## config.mk

```make
export PLATFORM = sky130hd
export DESIGN_NAME = output_sram_arbiter
export DESIGN_NICKNAME = d
export VERILOG_FILES = /design/src/rtl/output_sram_arbiter.sv
export SDC_FILE = /design/constraint.sdc
export NUM_CORES = 1
export LEC_CHECK = 0
export ABC_AREA = 1
export CAP_MARGIN = 10
export CORE_MARGIN = 2
export CORE_UTILIZATION = 35
export DETAILED_ROUTE_END_ITERATION = 16
export PLACE_DENSITY = 0.76
export SETUP_SLACK_MARGIN = 0.02
export SYNTH_ARGS = -nofsm -noshare
export SYNTH_HDL_FRONTEND = slang
export SYNTH_SLANG_ARGS = --single-unit
```

## constraint.sdc

```tcl
create_clock -name clk -period 1.5 [get_ports clk]
set_input_delay 0.15 -clock clk [delete_from_list [all_inputs] [get_ports clk]]
set_output_delay 0.15 -clock clk [all_outputs]
set_load 0.05 [all_outputs]
```

## src/rtl/output_sram_arbiter.sv

```systemverilog
// Round-robin arbiter sharing one output-SRAM write port among NUM_BANK edge-buffer banks.
// A bank wins a one-cycle grant, then owns the port until its eos beat; beats land one cycle later.
module output_sram_arbiter #(
    parameter int NUM_BANK = 4,
    parameter int DATA_W   = 16,
    parameter int NODE_W   = 8,
    parameter int BEAT_W   = 4,
    localparam int OWN_W   = $clog2(NUM_BANK)
) (
    input  logic                         clk,
    input  logic                         reset,
    input  logic [NUM_BANK-1:0]          bank_req,
    input  logic [NUM_BANK-1:0]          bank_valid,
    input  logic [NUM_BANK-1:0]          bank_sos,
    input  logic [NUM_BANK-1:0]          bank_eos,
    input  logic [NUM_BANK*DATA_W-1:0]   bank_data,
    input  logic [NUM_BANK*NODE_W-1:0]   bank_node_id,
    output logic [NUM_BANK-1:0]          bank_grant,
    output logic                         sram_wr_en,
    output logic [DATA_W-1:0]            sram_data,
    output logic [NODE_W-1:0]            sram_node_id,
    output logic [BEAT_W-1:0]            sram_beat_idx,
    output logic                         arb_busy,
    output logic [OWN_W-1:0]             owner,
    output logic                         protocol_err
);

    typedef enum logic [1:0] {ST_IDLE, ST_GRANT, ST_STREAM} state_t;

    state_t              state_q;
    logic [OWN_W-1:0]    owner_q;
    logic [OWN_W-1:0]    rr_ptr_q;
    logic [BEAT_W-1:0]   beat_cnt_q;
    logic [NUM_BANK-1:0] bank_grant_q;
    logic                sram_wr_en_q;
    logic [DATA_W-1:0]   sram_data_q;
    logic [NODE_W-1:0]   sram_node_id_q;
    logic [BEAT_W-1:0]   sram_beat_idx_q;
    logic                protocol_err_q;

    logic [DATA_W-1:0]   data_arr [NUM_BANK];
    logic [NODE_W-1:0]   node_arr [NUM_BANK];

    generate
        for (genvar gi = 0; gi < NUM_BANK; gi++) begin : g_unpack
            assign data_arr[gi] = bank_data[gi*DATA_W +: DATA_W];
            assign node_arr[gi] = bank_node_id[gi*NODE_W +: NODE_W];
        end
    endgenerate

    logic own_valid, own_sos, own_eos;
    assign own_valid = bank_valid[owner_q];
    assign own_sos   = bank_sos[owner_q];
    assign own_eos   = bank_eos[owner_q];

    // Search starts just above the last served bank, so it has lowest priority.
    logic             found_d;
    logic [OWN_W-1:0] next_owner_d;
    logic [OWN_W-1:0] cand;
    always_comb begin
        found_d      = 1'b0;
        next_owner_d = '0;
        cand         = '0;
        for (int k = 1; k <= NUM_BANK; k++) begin
            cand = OWN_W'((int'(rr_ptr_q) + k) % NUM_BANK);
            if (!found_d && bank_req[cand]) begin
                found_d      = 1'b1;
                next_owner_d = cand;
            end
        end
    end

    logic [BEAT_W-1:0] beat_idx_d;
    assign beat_idx_d = own_sos ? '0 : beat_cnt_q;

    always_ff @(posedge clk) begin
        if (!reset) begin
            state_q         <= ST_IDLE;
            owner_q         <= '0;
            rr_ptr_q        <= OWN_W'(NUM_BANK - 1);
            beat_cnt_q      <= '0;
            bank_grant_q    <= '0;
            sram_wr_en_q    <= 1'b0;
            sram_data_q     <= '0;
            sram_node_id_q  <= '0;
            sram_beat_idx_q <= '0;
            protocol_err_q  <= 1'b0;
        end else begin
            sram_wr_en_q <= 1'b0;
            bank_grant_q <= '0;
            case (state_q)
                ST_IDLE: begin
                    if (found_d) begin
                        owner_q      <= next_owner_d;
                        bank_grant_q <= {{(NUM_BANK-1){1'b0}}, 1'b1} << next_owner_d;
                        state_q      <= ST_GRANT;
                    end
                end
                ST_GRANT: begin
                    rr_ptr_q <= owner_q;
                    if (own_valid && own_sos) begin
                        sram_wr_en_q    <= 1'b1;
                        sram_data_q     <= data_arr[owner_q];
                        sram_node_id_q  <= node_arr[owner_q];
                        sram_beat_idx_q <= beat_idx_d;
                        beat_cnt_q      <= beat_idx_d + 1'b1;
                        state_q         <= own_eos ? ST_IDLE : ST_STREAM;
                    end else begin
                        protocol_err_q  <= 1'b1;
                        state_q         <= ST_IDLE;
                    end
                end
                ST_STREAM: begin
                    if (own_valid) begin
                        sram_wr_en_q    <= 1'b1;
                        sram_data_q     <= data_arr[owner_q];
                        sram_node_id_q  <= node_arr[owner_q];
                        sram_beat_idx_q <= beat_idx_d;
                        beat_cnt_q      <= beat_idx_d + 1'b1;
                        if (own_sos) protocol_err_q <= 1'b1;
                        if (own_eos) state_q <= ST_IDLE;
                    end
                end
                default: state_q <= ST_IDLE;
            endcase
        end
    end

    assign bank_grant    = bank_grant_q;
    assign sram_wr_en    = sram_wr_en_q;
    assign sram_data     = sram_data_q;
    assign sram_node_id  = sram_node_id_q;
    assign sram_beat_idx = sram_beat_idx_q;
    assign arb_busy      = (state_q != ST_IDLE);
    assign owner         = owner_q;
    assign protocol_err  = protocol_err_q;

endmodule

```

==> metrics <==
Hold Violations, Final 0; XOR/XNOR Fraction of Synth Area 0.637%; vias in the first global route 3298; worst setup margin -0.691 ps; Slew Viols, Final 0; Area after DPL 0.00443 mm2; Adder-Cell Fraction of Synth Area 2.27%; CP Data Required Time 1690 ps; outcome finished, violations left; VDD IR max 875 uV; area of the multi-input gates 0.00184 mm2; fin crit share 100%; htree depth 2; Post-Syn Area 0.00275 mm2; CP Capture Type flop; post-DR vias/cell 4.99; failing checks setup timing; max cap viols 0; Pwr Density 1650 mW/mm2; clk slew on worst S/H paths 80 ps; clock insertion delay at the later pin of the skew report 290 ps; post-synth top area share 32.0%; Worst Tran Pin Value 368 ps; Crit Path Class reg2reg; mux share of post-synthesis cell area 0%; main combinational cell family by area after synthesis simple AND/OR/NAND/NOR gates; final instance area 0.00488 mm2; mean post-synth cell area 6.22 um2; WHS 461 ps; Net Count, Synth 561; GP Congestion 0.853; Area Overhead vs Synth 77.3%; Synth top cells by count 90 x nand2_1, 90 x nor2_1, 58 x o21ai_0, 44 x dfxtp_1; Netlist cell types 26; Nets 724; routed via count 3536; clock sinks 44; Fmax 666 MHz; register area 895 um2; CTS tree done; wire per inst 13.8 um; register area share after synthesis 32.0%; final wirelength 9.79 mm; DIE AREA 0.00858 mm2; CP Max Fanout 6; filler cell count in the final layout 715; root buf cell clkbuf_8; initial antenna violation count 0; std cell rows 32; Die Ht 92.6 um; final setup skew 9.98 ps; crit path time final 1500 ps; largest net degree at the start of global routing 49; core area 0.00769 mm2; total global routing overflow 0; antenna cells 0; initial core utilization 35.8%; CP arrival 1690 ps; type of the most critical hold path reg2reg; crit start category flop; Initial DRC Count 114; Synth area leader dfxtp_1; die width 92.6 um; I/O Pins 151; Ys Warns 0; area fraction in compound gates after synthesis 23.3%; layout cells sized above 1 25.6%; GR Util All Layers 21.6%; hold-fix buffers at CTS 0; Num CTS Buffers 5; Port Buffers 150; hpwl dp 7.27 mm; Syn Inst Count 442; Slew headroom 75.5%; static leakage 2.13 nW; CTS max path bufs 2; number of routed nets with antenna violations 0; first-pass GRT wire length 14.9 mm; Most used DFF post-synth dfxtp_1; Synth area leaders dfxtp_1 32%, nand2_1 12%, nor2_1 12%; drt pass-1 iters 5; FFs w/ async S/R, synth 0%; Remaining DRCs 0; # setup viols final 1; Post-Synth Simple-Gate Area 31.8%; unrepaired setup endpoints after global routing yes; #FFs+latches synth 44; Post-synth EDFFs 0
[area by class of cell]
type,instances,share of cell area [%]
multi-input cells,341,37.8
flip-flops and latches,44,18.3
repair buffers,182,36.0
well taps,102,2.62
clock buffers,6,1.92
clock inverters,2,0.257
inverters,31,3.05
[path summary, 6_finish.rpt]
kind,start,to,slack (ps),cells past startpoint
setup reg to reg,owner[0],beat_cnt_q[1],-0.7,10
hold reg to reg,protocol_err,protocol_err,460,2
hold / removal,protocol_err,protocol_err,460,2
setup / recovery,owner[0],beat_cnt_q[1],-0.7,10
[stage by stage]
stage	utilization [%]	power [mW]	std cells	TNS (ps)	worst slack [ps]
6_report	63.4	8.06	708	-0.691	-0.691
5_1_grt	63.4	8.60	708	-2430	-87.5
4_1_cts	60.1	7.56	705	0	7.12
3_5_place_dp	57.7	6.56	692	-5150	-168
3_3_place_gp	57.7	6.46	692	-2980	-97.5
2_1_floorplan	-	4.96	442	0	18.8
[routing by layer]
metal | global-route usage (%) | share of wire, % | up-vias
met5 | 0 | 0 | -
met4 | 6.74 | 2.2 | 0
met3 | 5.61 | 7.4 | 14
met2 | 40.2 | 51 | 130
met1 | 23.8 | 39 | 1611
li1 | - | - | 1781
[power breakdown]
group | leakage [nW] | switching [mW] | total [mW] | internal [mW]
Sequential | 0.360 | 0.311 | 1.88 | 1.57
Clock | 0.0523 | 0.406 | 0.832 | 0.426
Combinational | 1.71 | 3.32 | 5.36 | 2.03
[timing repair]
item                                   in CTS  in global routing
endpoints found under the hold margin       0                  0
gates cloned                                1                  0
pin swaps                                   1                 15
gates resized for setup                    12                 75
setup buffers                               4                  3
setup endpoints to repair                  40                 40
[state kept, by name, summed over array words and instances, names as in the netlist]
signal	flops
sram_data	16
sram_node_id	8
bank_grant	4
beat_cnt_q	4
sram_beat_idx	4
owner	2
rr_ptr_q	2
state_q	2
protocol_err	1
sram_wr_en	1
[critical path, cell delays in order (launching register included)]
cell     delay [ps]
dfxtp_4         390
buf_12          140
nand2_1          80
nand3_2         100
nand2_4         100
inv_4            60
nand2_8          80
nand2_8         100
buf_4           160
o21ai_1         140
nor2_1           50
[cells in the final DEF (no fill, tap or decap), types with 5 or more instances in the layout]
master	instances
nand3_1	12
o21ai_2	8
nand3_2	6
o22ai_1	24
o21ai_1	12
nor2_1	84
nor2_2	6
buf_12	7
clkbuf_8	5
dfxtp_1	39
nand2_4	9
buf_4	57
nand2_2	18
clkdlybuf4s50_1	113
inv_1	18
a21oi_1	16
a21oi_2	6
inv_2	8
nand2_1	68
o21ai_0	53
buf_6	5
ha_1	5
[cells by family after synthesis]
kind of cell             Yosys count
AO/OA/AOI/OAI                    121
XOR/XNOR                           2
adder cells (fa/ha/maj)            5
buffers and inverters             58
flip-flops                        44
AND/OR/NAND/NOR                  212
Power figures use the tool's default switching activity.
